`src/rtl/note_scheduler.sv`:
```
// note_scheduler: arbitrates eight debounced keys for the shared sine oscillator.
// Picks the highest held key, loads its period into the oscillator on a frame
// boundary, confirms the readback and unmutes the audio path once it matches.

// Per-key front end: 2-flop synchronizer followed by a frame-counted debouncer.
module key_debounce #(
  parameter int DEBOUNCE_FRAMES = 4
) (
  input  logic clk,
  input  logic rst,
  input  logic key_raw,
  input  logic frame_sig,
  output logic deb
);
  // Count of the last frame before a flip, so the flip lands on the Nth frame.
  localparam logic [3:0] DB_LAST = 4'(DEBOUNCE_FRAMES - 1);

  logic       sync1_q, sync1_d;
  logic       sync2_q, sync2_d;
  logic [3:0] cnt_q, cnt_d;
  logic       deb_q, deb_d;

  // Next-state: counter runs on frames only while the synced level disagrees.
  always_comb begin
    sync1_d = key_raw;
    sync2_d = sync1_q;
    cnt_d   = cnt_q;
    deb_d   = deb_q;
    if (sync2_q == deb_q) begin
      cnt_d = '0;
    end else if (frame_sig) begin
      if (cnt_q == DB_LAST) begin
        deb_d = ~deb_q;
        cnt_d = '0;
      end else begin
        cnt_d = cnt_q + 4'd1;
      end
    end
  end

  // Synchronizer, counter and stable state registers.
  always_ff @(posedge clk or posedge rst) begin
    if (rst) begin
      sync1_q <= 1'b0;
      sync2_q <= 1'b0;
      cnt_q   <= '0;
      deb_q   <= 1'b0;
    end else begin
      sync1_q <= sync1_d;
      sync2_q <= sync2_d;
      cnt_q   <= cnt_d;
      deb_q   <= deb_d;
    end
  end

  assign deb = deb_q;
endmodule

module note_scheduler #(
  parameter int N_KEYS          = 8,
  parameter int DEBOUNCE_FRAMES = 4,
  parameter int RESET_PERIOD    = 48
) (
  input  logic              BIT_CLK,
  input  logic              RESET,
  input  logic [N_KEYS-1:0] KEYS,
  input  logic              frame_sig,
  input  logic [6:0]        FP_PERIOD,
  output logic [6:0]        FP_PERIOD_IN,
  output logic              en,
  output logic              MUTE,
  output logic [2:0]        ACTIVE_KEY,
  output logic              BUSY
);
  typedef enum logic [1:0] {S_IDLE, S_LOAD, S_WAIT_ACK, S_PLAY} state_t;

  logic [N_KEYS-1:0] deb;
  logic              win_vld;
  logic [2:0]        win_idx;

  state_t     state_q, state_d;
  logic       en_q, en_d;
  logic       mute_q, mute_d;
  logic [2:0] key_q, key_d;
  logic [6:0] per_q, per_d;

  // Frame period for each key; all entries keep the phase step at 1 or more.
  function automatic logic [6:0] period_lut(input logic [2:0] k);
    case (k)
      3'd0:    period_lut = 7'd88;
      3'd1:    period_lut = 7'd78;
      3'd2:    period_lut = 7'd70;
      3'd3:    period_lut = 7'd66;
      3'd4:    period_lut = 7'd59;
      3'd5:    period_lut = 7'd52;
      3'd6:    period_lut = 7'd47;
      default: period_lut = 7'd44;
    endcase
  endfunction

  for (genvar k = 0; k < N_KEYS; k++) begin : g_key
    key_debounce #(.DEBOUNCE_FRAMES(DEBOUNCE_FRAMES)) u_deb (
      .clk      (BIT_CLK),
      .rst      (RESET),
      .key_raw  (KEYS[k]),
      .frame_sig(frame_sig),
      .deb      (deb[k])
    );
  end

  // Priority encoder: the highest-index held key wins.
  always_comb begin
    win_vld = 1'b0;
    win_idx = '0;
    for (int k = 0; k < N_KEYS; k++) begin
      if (deb[k]) begin
        win_vld = 1'b1;
        win_idx = 3'(k);
      end
    end
  end

  // FSM next-state; en is only ever raised from LOAD on a frame.
  always_comb begin
    state_d = state_q;
    en_d    = 1'b0;
    mute_d  = mute_q;
    key_d   = key_q;
    per_d   = per_q;
    case (state_q)
      S_IDLE: begin
        mute_d = 1'b1;
        if (win_vld) begin
          key_d   = win_idx;
          per_d   = period_lut(win_idx);
          state_d = S_LOAD;
        end
      end
      S_LOAD: begin
        if (frame_sig) begin
          en_d    = 1'b1;
          state_d = S_WAIT_ACK;
        end
      end
      S_WAIT_ACK: begin
        // First cycle here carries en; the readback is judged on the next one.
        if (!en_q) begin
          if (FP_PERIOD == per_q) begin
            mute_d  = 1'b0;
            state_d = S_PLAY;
          end else begin
            state_d = S_LOAD;
          end
        end
      end
      S_PLAY: begin
        if (!deb[key_q]) begin
          if (win_vld) begin
            key_d   = win_idx;
            per_d   = period_lut(win_idx);
            state_d = S_LOAD;
          end else begin
            mute_d  = 1'b1;
            state_d = S_IDLE;
          end
        end else if (win_vld && (win_idx > key_q)) begin
          key_d   = win_idx;
          per_d   = period_lut(win_idx);
          state_d = S_LOAD;
        end
      end
      default: state_d = S_IDLE;
    endcase
  end

  // FSM state and registered outputs; reset truncates an en in flight.
  always_ff @(posedge BIT_CLK or posedge RESET) begin
    if (RESET) begin
      state_q <= S_IDLE;
      en_q    <= 1'b0;
      mute_q  <= 1'b1;
      key_q   <= '0;
      per_q   <= 7'(RESET_PERIOD);
    end else begin
      state_q <= state_d;
      en_q    <= en_d;
      mute_q  <= mute_d;
      key_q   <= key_d;
      per_q   <= per_d;
    end
  end

  assign FP_PERIOD_IN = per_q;
  assign en           = en_q;
  assign MUTE         = mute_q;
  assign ACTIVE_KEY   = key_q;
  assign BUSY         = (state_q == S_LOAD) || (state_q == S_WAIT_ACK);
endmodule

```
`config.mk`:
```
export PLATFORM = sky130hd
export DESIGN_NAME = note_scheduler
export DESIGN_NICKNAME = d
export VERILOG_FILES = /design/src/rtl/note_scheduler.sv
export SDC_FILE = /design/constraint.sdc
export NUM_CORES = 1
export LEC_CHECK = 0
export CORE_MARGIN = 2
export CORE_UTILIZATION = 40
export CTS_BUF_LIST = sky130_fd_sc_hd__clkbuf_8
export DETAILED_ROUTE_END_ITERATION = 16
export PLACE_DENSITY = 0.65
export SLEW_MARGIN = 30
export SYNTH_ARGS = -nofsm -noshare
export SYNTH_HDL_FRONTEND = slang
export SYNTH_SLANG_ARGS = --single-unit
```
`constraint.sdc`:
```
create_clock -name BIT_CLK -period 2.8 [get_ports BIT_CLK]
set_input_delay 0.7 -clock BIT_CLK [delete_from_list [all_inputs] [get_ports BIT_CLK]]
set_output_delay 0.7 -clock BIT_CLK [all_outputs]
set_load 0.05 [all_outputs]
```
## Yosys cells after proc, flatten, opt, wreduce, memory -nomap -nowiden

Index checks and enable logic that the tools add are counted.

| storage, ports and cells | value |
|---|---|
| register bits after elaboration | 70 |
| output and inout port bits | 13 |
| ROM bits | 0 |
| memories | 0 |
| memory bits (writable) | 0 |
| word-level logic and storage cells | 186 |
| latch bits | 0 |
| input bits | 18 |

| operators by class | value |
|---|---|
| $add $sub $neg | 8 |
| reduce and logical (&&, ||, !) cells | 25 |
| mux-type cells | 65 |
| shift-type cells | 0 |
| bitwise logic cells | 16 |
| multiply operators | 0 |
| eq/ne operators | 33 |
| order comparisons | 2 |
| divide/modulo/power cells | 0 |

Operators by type and width:

| operator | count |
|---|---|
| 4-bit two-way mux | 24 |
| 7-bit one-hot mux with 7 select lines | 1 |
| 4-bit by 1-bit adder with 4-bit output (second input constant) | 8 |
| 4-bit by 2-bit == test with 1-bit output (second input constant) | 8 |
| 3-bit two-way mux | 9 |
| 3-bit AND reduction | 8 |
| 7-bit two-way mux | 3 |
| 2-bit nonzero test | 9 |
| 1-bit two-way mux | 17 |
| 1-bit inverter | 16 |
| 7-bit one-hot mux with 2 select lines | 1 |
| 2-bit two-way mux | 6 |
| 2-bit inequality test (second input constant) | 6 |
| 3-bit == test (second input constant) | 3 |
| 1-bit == test | 8 |
| 2-bit one-hot mux with 4 select lines | 1 |
| 7-bit == test | 1 |
| 3-bit by 2-bit == test with 1-bit output (second input constant) | 2 |
| 3-bit one-hot mux with 2 select lines | 1 |
| 5-bit AND reduction | 1 |
| 2-bit == test (second input constant) | 2 |
| 3-bit by 4-bit less-than comparator with 1-bit output (second input constant) | 1 |
| 4-bit AND reduction | 1 |
| 1-bit binary-select mux with 3-bit select | 1 |
| other kinds (11) | 11 |

## Longest topological paths before layout

Gate-level depths: netlist (run 1).

| logic depth | value |
|---|---|
| word-level depth | 12 |
| gate-level depth with buffers | 11 |
| mapped depth without buffers | 10 |

## Cells and area by module

From an unflattened synthesis (run 1), not the netlist that was laid out.

| unflattened totals | value |
|---|---|
| cell total of the unflattened synthesis | 314 |
| area, all modules | 3,453.3 um2 |

By module, submodules not included:

| module | instances | sequential area each (um2) | cells an instance | area each (um2) |
|---|---|---|---|---|
| key_debounce | 8 | 175.2 | 26 | 304.0 |
| note_scheduler | 1 | 354.1 | 106 | 1,021.0 |

## Least setup slack after synthesis (run 1)

No wires, ideal clock.

| timing path | value |
|---|---|
| kind | register to register |
| from | reg g_key[5].u_deb.deb_q |
| to | reg key_q[1], in the netlist ACTIVE_KEY[1] |
| stages on the path, launching flop included | 10 |
| arrival time | 2,309 ps |
| slack | 366 ps |
| required time | 2,675 ps |
| buffers on the path | 2 |
| setup time | 125 ps |
| clock period less this slack | 2,434 ps |
| path through | dfrtp_1 > buf_6 > or4_4 > ha_1 > a21oi_1 > o21a_1 > o22ai_1 > a21o_1 > buf_6 > mux2_4 |

| on the way | value |
|---|---|
| word-level cells in the longest chain between the ends | 7 |
| elaborated cells between the ends (all ways) | 16 |
| classes of those cells | order compare (1); eq/ne (1); mux (12); reduce/logical (2) |

Ends and longest elaborated chain:

| what | RTL line | text |
|---|---|---|
| start: declaration | 21 | `logic deb_q, deb_d;` |
| start signal: assignment | 47 | `deb_q <= 1'b0;` |
| start signal: assignment | 52 | `deb_q <= deb_d;` |
| 3-bit two-way mux (3 in series) | 116 | `if (deb[k]) begin` |
| 3-bit greater-than comparator | 166 | `end else if (win_vld && (win_idx > key_q)) begin` |
| 1-bit logical AND | 166 |  |
| 3-bit inequality test (no line) | - |  |
| 2-bit AND reduction (no line) | - |  |
| end signal: assignment | 188 | `key_q <= key_d;` |
| end: declaration | 84 | `logic [2:0] key_q, key_d;` |

Several ways; a longest one is shown, not always the timed one. The select of a mux whose other input is x is not followed.
A chain may end at the register's enable or synchronous reset.

## Final worst setup path (run 1)

| timing path | value |
|---|---|
| from | reg state_q[0] |
| to | out BUSY |

| on the way | value |
|---|---|
| word-level cells in the longest chain between the ends | 2 |
| elaborated cells between the ends (all ways) | 3 |
| classes of those cells | eq/ne (2); reduce/logical (1) |

Ends and longest elaborated chain:

| what | RTL line | text |
|---|---|---|
| start: declaration | 81 | `state_t state_q, state_d;` |
| start signal: assignment | 185 | `state_q <= state_d;` |
| 2-bit by 1-bit == test with 1-bit output or 2-bit == test (tied branches) | 197 | `assign BUSY = (state_q == S_LOAD) \|\| (state_q == S_WAIT_ACK);` |
| 1-bit logical OR * | 197 |  |
| end: declaration | 73 | `output logic BUSY` |

Mark *: on every way between the ends. The rest lies on a longest branch, timed or not.

==> report_table.html, run 1 <==
<table>
<tr><th>Metric</th><th>Value</th></tr>
<tr><th colspan="2">Yosys</th></tr>
<tr><td>Total of warnings raised by yosys</td><td>0</td></tr>
<tr><td>Yosys top cell area share</td><td>0.499</td></tr>
<tr><td>Post-Synth XOR/XNOR Area</td><td>0.0599</td></tr>
<tr><td>Mapped Avg Cell Area</td><td>11.1 um^2</td></tr>
<tr><td>Main combinational cell family by area after synthesis</td><td>simple AND/OR/NAND/NOR gates</td></tr>
<tr><td>Share of the synthesized area in compound gates (AO/OA/AOI/OAI)</td><td>0.0990</td></tr>
<tr><td>Number of instances in the synthesized netlist</td><td>303</td></tr>
<tr><td>Area share of and/or/nand/nor cells after synthesis</td><td>0.146</td></tr>
<tr><td>Most frequent cell after synthesis</td><td>dfrtp_1</td></tr>
<tr><td>Cell Area, Synth</td><td>0.00336 mm^2</td></tr>
<tr><td>Number of distinct library cell variants in the gate-level netlist after synthesis</td><td>48</td></tr>
<tr><td>Sequential fraction of the synthesis area</td><td>0.522</td></tr>
<tr><td>Top cells by instance count after synthesis</td><td>67 x dfrtp_1, 38 x nor2_1, 25 x nand2_1, 22 x a21oi_1, 15 x ha_1</td></tr>
<tr><td>Number of register bits inferred by synthesis</td><td>70</td></tr>
<tr><td>Number of flops mapped to enable cells by yosys</td><td>0</td></tr>
<tr><td>Top FF cell, synth</td><td>dfrtp_1</td></tr>
<tr><td>Leading area contributor after synthesis</td><td>dfrtp_1</td></tr>
<tr><td>Ranking of synthesized cells by area</td><td>dfrtp_1 50%, ha_1 5.6%, nor2_1 4.2%</td></tr>
<tr><td>Mux share of post-synthesis cell area</td><td>0.0889</td></tr>
<tr><td>Share of flip-flops with an asynchronous set or reset after synthesis</td><td>1.00</td></tr>
<tr><td>Synth Area in Adders</td><td>0.0558</td></tr>
<tr><td>Syn_nets</td><td>336</td></tr>
<tr><th colspan="2">Setup path</th></tr>
<tr><td>Critical setup path kind</td><td>flip-flop to output port</td></tr>
<tr><td>Data arrival at the endpoint of the critical path</td><td>1960 ps</td></tr>
<tr><td>CP Capture Type</td><td>output port</td></tr>
<tr><td>Required time at the endpoint of the critical path</td><td>2100 ps</td></tr>
<tr><td>CP startpoint kind</td><td>flip-flop</td></tr>
<tr><td>Maximum fanout along the worst path</td><td>5</td></tr>
<tr><th colspan="2">Die</th></tr>
<tr><td>Number of top-level pins</td><td>31</td></tr>
<tr><td>Die height</td><td>95.7 um</td></tr>
<tr><td>Starting utilization of the core area</td><td>0.411</td></tr>
<tr><td>Chip Width</td><td>95.7 um</td></tr>
<tr><td>Number of cell rows</td><td>33</td></tr>
<tr><td>Die ar.</td><td>0.00915 mm^2</td></tr>
<tr><td>Core Area</td><td>0.00818 mm^2</td></tr>
<tr><th colspan="2">Clock tree</th></tr>
<tr><td>Hold-fix buffer count after cts</td><td>0</td></tr>
<tr><td>Cell chosen for the clock root</td><td>clkbuf_8</td></tr>
<tr><td>Clock sinks</td><td>70</td></tr>
<tr><td>Clock tree from TritonCTS</td><td>yes</td></tr>
<tr><td>Clock latency on the worst-skew pair</td><td>340 ps</td></tr>
<tr><td>Clock-pin slew reported for the worst setup and hold paths after clock tree synthesis</td><td>80 ps</td></tr>
<tr><td>Number of buffers created by CTS</td><td>9</td></tr>
<tr><td>Buffers inserted during post-CTS setup optimization</td><td>0</td></tr>
<tr><td>Clock Path Buffers</td><td>2</td></tr>
<tr><td>Total of cells resized after clock tree synthesis</td><td>0</td></tr>
<tr><td>Number of H-tree levels</td><td>3</td></tr>
<tr><th colspan="2">Detailed routing</th></tr>
<tr><td>Iteration-0 DRC count of the detailed router</td><td>90</td></tr>
<tr><td>Routed len/inst</td><td>12.8 um</td></tr>
<tr><td>DRC viols</td><td>0</td></tr>
<tr><td>Iteration count of the initial detailed-routing pass</td><td>5</td></tr>
<tr><td>Avg Vias per Cell</td><td>5.07</td></tr>
<tr><td>Routed wire length</td><td>5.80 mm</td></tr>
<tr><td>DR vias</td><td>2,292</td></tr>
<tr><td>Antenna Nets Post-Route</td><td>0</td></tr>
<tr><th colspan="2">Global routing</th></tr>
<tr><td>Remaining global-route overflow</td><td>0</td></tr>
<tr><td>Overall fraction of global-route tracks in use</td><td>0.144</td></tr>
<tr><td>Via count of the first global-routing pass</td><td>2,197</td></tr>
<tr><td>Largest net degree at the start of global routing</td><td>71</td></tr>
<tr><td>Number of antenna violations at the first check in global routing</td><td>0</td></tr>
<tr><td>First-pass GRT wire length</td><td>9.98 mm</td></tr>
<tr><th colspan="2">Power and ir drop</th></tr>
<tr><td>Cell Pwr Density</td><td>1070 mW/mm^2</td></tr>
<tr><td>Peak ir drop on the vdd network</td><td>0.339 mV</td></tr>
<tr><td>Leakage power figure</td><td>1.81 nW</td></tr>
<tr><th colspan="2">Timing</th></tr>
<tr><td>RSZ-0062 raised after global routing</td><td>no</td></tr>
<tr><td>Final period demand of the worst path</td><td>2660 ps</td></tr>
<tr><td>Max-slew headroom at the worst pin</td><td>0.618</td></tr>
<tr><td>Max-slew violations</td><td>0</td></tr>
<tr><td>Period Utilization, post-route</td><td>0.951</td></tr>
<tr><td>Endpoints failing hold</td><td>0</td></tr>
<tr><td>Slew at the pin with the worst max-slew slack</td><td>573 ps</td></tr>
<tr><td>Final count of negative-setup-slack endpoints</td><td>0</td></tr>
<tr><td>Hold Worst Slack</td><td>353 ps</td></tr>
<tr><td>Worst-case clock skew</td><td>7.53 ps</td></tr>
<tr><td>Maximum clock frequency</td><td>0.375 GHz</td></tr>
<tr><td>Setup tns final</td><td>0 ps</td></tr>
<tr><th colspan="2">Place</th></tr>
<tr><td>Cell area after placement</td><td>0.00382 mm^2</td></tr>
<tr><td>Routability cong.</td><td>0.801</td></tr>
<tr><td>Detail Placement HPWL</td><td>4.13 mm</td></tr>
<tr><td>Port Buf Inserts</td><td>30</td></tr>
<tr><th colspan="2">Finish</th></tr>
<tr><td>Area added between synthesis and finish</td><td>20.1%</td></tr>
<tr><td>Filler instances</td><td>756</td></tr>
<tr><td>Share of layout cells above drive strength 1</td><td>0.133</td></tr>
<tr><td>Multi-input gate area in the final layout</td><td>0.00151 mm^2</td></tr>
<tr><td>Nets@finish</td><td>375</td></tr>
<tr><td>FF/Latch Area</td><td>0.00176 mm^2</td></tr>
<tr><td>Fin area</td><td>0.00404 mm^2</td></tr>
<tr><td>Count of antenna diodes in the layout</td><td>0</td></tr>
<tr><th colspan="2">Run</th></tr>
<tr><td>Max-cap violations</td><td>0</td></tr>
<tr><th colspan="2">Outcome</th></tr>
<tr><td>Result of the run</td><td>complete, no violations</td></tr>
<tr><th colspan="2">Hold path</th></tr>
<tr><td>Hold Crit Class</td><td>flip-flop to flip-flop</td></tr>
</table>
layout by cell type, fill, tap and decap left out, drive strengths merged, types with 3 or more instances in the layout:
cell	netlist	routed
nand2	25	25
xor2	14	14
nor3	10	10
xnor2	9	9
dfstp	3	3
nand4	9	9
o21bai	3	3
buf	5	6
o31ai	3	3
a211o	4	4
mux2	12	12
a21oi	22	22
nand4b	3	3
nor3b	5	5
clkbuf	3	9
clkdlybuf4s50	0	30
inv	13	14
ha	15	15
o21ai	4	4
nor2	39	39
dfrtp	67	67
mux2i	10	10
clkinv	0	4
through the flow:
| step | setup WS [ps] | total power, mW | util | cells |
|---|---|---|---|---|
| 3_3_place_gp | 265 | 3.40 | 0.467 | 436 |
| 3_5_place_dp | 204 | 3.46 | 0.467 | 436 |
| 6_report | 136 | 4.32 | 0.494 | 452 |
| 2_1_floorplan | 337 | 3.01 | - | 303 |
| 4_1_cts | 110 | 4.38 | 0.494 | 452 |
| 5_1_grt | 35.5 | 4.62 | 0.494 | 452 |
kinds of logic (layout without fill, tap and decap cells):
| family | Yosys count | in the layout |
|---|---|---|
| buffers and inverters | 21 | 65 |
| adder cells (fa/ha/maj) | 15 | 15 |
| multiplexers | 24 | 24 |
| flip-flops | 70 | 70 |
| AND/OR/NAND/NOR | 101 | 101 |
| XOR/XNOR | 23 | 23 |
| AO/OA/AOI/OAI | 49 | 49 |
power by group:
| group | internal (mW) | switching (mW) |
|---|---|---|
| combinational | 0.869 | 1.02 |
| clock | 0.504 | 0.388 |
| sequential | 1.28 | 0.268 |
final timing paths:
check,start,end,slack [ps],depth (start not counted)
worst max register to register,g_key[6].u_deb.deb,FP_PERIOD_IN[1],160,7
worst max-delay path,state_q[0],BUSY,140,3
worst min-delay path,g_key[1].u_deb.sync1_q,g_key[1].u_deb.sync2_q,350,0
max in group asynchronous,RESET,FP_PERIOD_IN[5],1720,3
worst min register to register,g_key[1].u_deb.sync1_q,g_key[1].u_deb.sync2_q,350,0
min in group asynchronous,RESET,g_key[0].u_deb.cnt_q[1],730,3
critical path, cell delays in order, from the launching register on:
cell and delay [ps]:
dfrtp_1 430, inv_1 100, ha_1 300, clkdlybuf4s50_1 790
per-layer routing:
metal | track usage | routed length (um)
met1 | 0.185 | 2870
met2 | 0.227 | 2630
met3 | 0.0522 | 253
met4 | 0.0429 | 51
met5 | 0 | 0
flip-flops by register name, indices dropped and copies added (netlist names):
signal               count
FP_PERIOD_IN             7
g_key.u_deb.deb          8
ACTIVE_KEY               3
g_key.u_deb.sync2_q      8
g_key.u_deb.sync1_q      8
g_key.u_deb.cnt_q       32
en                       1
MUTE                     1
state_q                  2
cell type report:
type	count	share of cell area
Inverter	13	0.0121
Multi-Input combinational cell	212	0.374
Tap cell	105	0.0325
Clock inverter	7	0.0239
Clock buffer	9	0.0307
Sequential cell	70	0.435
Timing Repair Buffer	36	0.0917
No activity file was read; power rests on OpenSTA's default activity.
==> run 2, diff against run 1 <==
--- a/config.mk
+++ b/config.mk
@@ -9,7 +9,7 @@
 export CORE_UTILIZATION = 40
 export CTS_BUF_LIST = sky130_fd_sc_hd__clkbuf_8
 export DETAILED_ROUTE_END_ITERATION = 16
-export PLACE_DENSITY = 0.65
+export PLACE_DENSITY = 0.59
 export SLEW_MARGIN = 30
 export SYNTH_ARGS = -nofsm -noshare
 export SYNTH_HDL_FRONTEND = slang
==> report_table.html, run 2 (synthesized netlist as in run 1, its figures left out) <==
<table>
<tr><th>Metric</th><th>Value</th></tr>
<tr><th colspan="2">Timing</th></tr>
<tr><td>Max-slew headroom at the worst pin</td><td>0.630</td></tr>
<tr><td>Max-slew violations</td><td>0</td></tr>
<tr><td>RSZ-0062 raised after global routing</td><td>no</td></tr>
<tr><td>Worst-case clock skew</td><td>8.91 ps</td></tr>
<tr><td>Final count of negative-setup-slack endpoints</td><td>0</td></tr>
<tr><td>Endpoints failing hold</td><td>0</td></tr>
<tr><td>Maximum clock frequency</td><td>0.376 GHz</td></tr>
<tr><td>Period Utilization, post-route</td><td>0.950</td></tr>
<tr><td>Final period demand of the worst path</td><td>2660 ps</td></tr>
<tr><td>Slew at the pin with the worst max-slew slack</td><td>556 ps</td></tr>
<tr><td>Setup tns final</td><td>0 ps</td></tr>
<tr><th colspan="2">Power and ir drop</th></tr>
<tr><td>Leakage power figure</td><td>1.81 nW</td></tr>
<tr><td>Share of total power in sequential cells</td><td>0.357</td></tr>
<tr><td>Portion of total power attributed to the clock network</td><td>0.209</td></tr>
<tr><td>Fraction of power spent switching nets</td><td>0.391</td></tr>
<tr><td>Power consumption</td><td>4.35 mW</td></tr>
<tr><td>Cell Pwr Density</td><td>1070 mW/mm^2</td></tr>
<tr><td>Peak ir drop on the vdd network</td><td>0.312 mV</td></tr>
<tr><td>Logic gate share of total power</td><td>0.434</td></tr>
<tr><td>Internal</td><td>2.65 mW</td></tr>
<tr><td>NetSw</td><td>1.70 mW</td></tr>
<tr><th colspan="2">Place</th></tr>
<tr><td>Routability cong.</td><td>0.796</td></tr>
<tr><td>Port Buf Inserts</td><td>30</td></tr>
<tr><td>Placed cell count</td><td>437</td></tr>
<tr><td>Detail Placement HPWL</td><td>4.29 mm</td></tr>
<tr><td>Cell area after placement</td><td>0.00382 mm^2</td></tr>
<tr><th colspan="2">Outcome</th></tr>
<tr><td>Result of the run</td><td>complete, no violations</td></tr>
<tr><th colspan="2">Setup path</th></tr>
<tr><td>Maximum fanout along the worst path</td><td>5</td></tr>
<tr><td>CP Capture Type</td><td>output port</td></tr>
<tr><td>Ordered list of cells on the worst path</td><td>inv_1, ha_1, clkdlybuf4s50_1</td></tr>
<tr><td>Largest stage delay on the critical path</td><td>790 ps</td></tr>
<tr><td>CP startpoint kind</td><td>flip-flop</td></tr>
<tr><td>Critical setup path kind</td><td>flip-flop to output port</td></tr>
<tr><td>Data arrival at the endpoint of the critical path</td><td>1960 ps</td></tr>
<tr><td>Required time at the endpoint of the critical path</td><td>2100 ps</td></tr>
<tr><td>Master of the slowest instance on the critical path</td><td>clkdlybuf4s50_1</td></tr>
<tr><td>Worst-case reg-to-reg path depth</td><td>7</td></tr>
<tr><th colspan="2">Finish</th></tr>
<tr><td>Number of flip-flops under the largest register name</td><td>32</td></tr>
<tr><td>Non-filler instance count after layout</td><td>453</td></tr>
<tr><td>Count of antenna diodes in the layout</td><td>0</td></tr>
<tr><td>Fin area</td><td>0.00405 mm^2</td></tr>
<tr><td>Share of layout cells above drive strength 1</td><td>0.135</td></tr>
<tr><td>Largest register by flop count</td><td>g_key.u_deb.cnt_q</td></tr>
<tr><td>Area added between synthesis and finish</td><td>20.4%</td></tr>
<tr><td>Top library cells by usage in the layout, fill and taps aside</td><td>67 x dfrtp_1, 38 x nor2_1, 30 x clkdlybuf4s50_1</td></tr>
<tr><td>Most frequent standard cell in the layout excluding fill and tap cells</td><td>dfrtp_1</td></tr>
<tr><td>Nets@finish</td><td>376</td></tr>
<tr><th colspan="2">Die</th></tr>
<tr><td>Core Area</td><td>0.00818 mm^2</td></tr>
<tr><td>Die ar.</td><td>0.00915 mm^2</td></tr>
<tr><td>Starting utilization of the core area</td><td>0.411</td></tr>
<tr><td>Chip Width</td><td>95.7 um</td></tr>
<tr><td>Die height</td><td>95.7 um</td></tr>
<tr><td>Number of top-level pins</td><td>31</td></tr>
<tr><td>Number of cell rows</td><td>33</td></tr>
<tr><th colspan="2">Clock tree</th></tr>
<tr><td>Number of H-tree levels</td><td>3</td></tr>
<tr><td>Hold-fix buffer count after cts</td><td>0</td></tr>
<tr><td>Number of buffers created by CTS</td><td>9</td></tr>
<tr><td>Total of cells resized after clock tree synthesis</td><td>0</td></tr>
<tr><td>Clock latency on the worst-skew pair</td><td>360 ps</td></tr>
<tr><td>Clock tree from TritonCTS</td><td>yes</td></tr>
<tr><td>Buffers inserted during post-CTS setup optimization</td><td>0</td></tr>
<tr><td>Clock-pin slew reported for the worst setup and hold paths after clock tree synthesis</td><td>80 ps</td></tr>
<tr><td>Clock Path Buffers</td><td>2</td></tr>
<tr><td>Clock sinks</td><td>70</td></tr>
<tr><td>Cell chosen for the clock root</td><td>clkbuf_8</td></tr>
<tr><th colspan="2">Global routing</th></tr>
<tr><td>First-pass GRT wire length</td><td>10.3 mm</td></tr>
<tr><td>Number of antenna violations at the first check in global routing</td><td>0</td></tr>
<tr><td>Overall fraction of global-route tracks in use</td><td>0.150</td></tr>
<tr><td>Via count of the first global-routing pass</td><td>2,164</td></tr>
<tr><td>Largest net degree at the start of global routing</td><td>37</td></tr>
<tr><td>Remaining global-route overflow</td><td>0</td></tr>
<tr><th colspan="2">Detailed routing</th></tr>
<tr><td>DR vias</td><td>2,318</td></tr>
<tr><td>DRC viols</td><td>0</td></tr>
<tr><td>Routed wire length</td><td>6.18 mm</td></tr>
<tr><td>Avg Vias per Cell</td><td>5.12</td></tr>
<tr><td>Routed len/inst</td><td>13.6 um</td></tr>
<tr><td>Iteration-0 DRC count of the detailed router</td><td>79</td></tr>
<tr><td>Antenna Nets Post-Route</td><td>0</td></tr>
<tr><td>Iteration count of the initial detailed-routing pass</td><td>4</td></tr>
<tr><th colspan="2">Hold path</th></tr>
<tr><td>Hold Crit Class</td><td>flip-flop to flip-flop</td></tr>
<tr><td>Hold path depth</td><td>0</td></tr>
<tr><th colspan="2">Run</th></tr>
<tr><td>Max-cap violations</td><td>0</td></tr>
</table>
==> run 2: path summary, 6_finish.rpt <==
check                                          end  slack [ps]                    from
min reg2reg                 g_key[0].u_deb.sync2_q         350  g_key[0].u_deb.sync1_q
min                         g_key[0].u_deb.sync2_q         350  g_key[0].u_deb.sync1_q
min in group asynchronous  g_key[0].u_deb.cnt_q[3]         690                   RESET
max                                           BUSY         140              state_q[0]
max reg2reg                        FP_PERIOD_IN[2]         150      g_key[6].u_deb.deb
max in group asynchronous                     MUTE        1450                   RESET
==> run 2: metrics by stage <==
step | setup WS [ps] | utilization | hold WS, ps
floorplan | 337 | - | 331
global placement | 253 | 0.468 | 334
detailed placement | 186 | 0.468 | 335
CTS | 129 | 0.495 | 353
global route | 42.7 | 0.495 | 358
finish | 141 | 0.495 | 352
==> run 2: routing by layer <==
layer  vias to the layer above  wire (um)  global-route usage
met4                         0        141              0.0750
met3                        13        240              0.0451
li1                       1159          -                   -
met5                         -          0                   0
met1                      1113       3020               0.198
met2                        33       2780               0.224
==> run 2: power by group through the flow <==
stage          Clock (mW)  Combinational, mW  Sequential (mW)
2_1_floorplan           0               1.29             1.72
3_3_place_gp            0               1.87             1.56
3_5_place_dp            0               1.89             1.57
4_1_cts             0.935               1.90             1.55
5_1_grt             0.974               2.09             1.60
6_report            0.909               1.89             1.55
==> run 2: layout make-up <==
class                           instances  area, um^2
Timing Repair Buffer                   37         378
Clock buffer                            9         124
Sequential cell                        70        1760
Inverter                               13        48.8
Multi-Input combinational cell        212        1510
Clock inverter                          7        97.6
Tap cell                              105         131
Fill cell                             760        4130
==> run 2: worst max-delay path: cells and delay by family, from the launching register on <==
family | cells | cell delay, ps
flip-flops | 1 | 420
buffers and inverters | 2 | 890
adder cells (fa/ha/maj) | 1 | 290
==> run 3, diff against run 2 <==
==> constraint.sdc (replaced) <==
create_clock -name BIT_CLK -period 2.8 [get_ports BIT_CLK]
set_input_delay 0.7 -clock BIT_CLK [delete_from_list [all_inputs] [get_ports BIT_CLK]]
set_output_delay 0.7 -clock BIT_CLK [all_outputs]
set_load 0.02 [all_outputs]
==> results of run 3 <==
Same layout as run 2 (identical final DEF). Status: complete, no violations.
Main changes from that run: setup slack after layout 141 ps -> 155 ps; start point of the critical path state_q[0] -> g_key[6].u_deb.deb; end point of the critical path BUSY -> FP_PERIOD_IN[2]; total power 4.35 mW -> 4.16 mW; worst IR drop on VDD 0.312 mV -> 0.311 mV
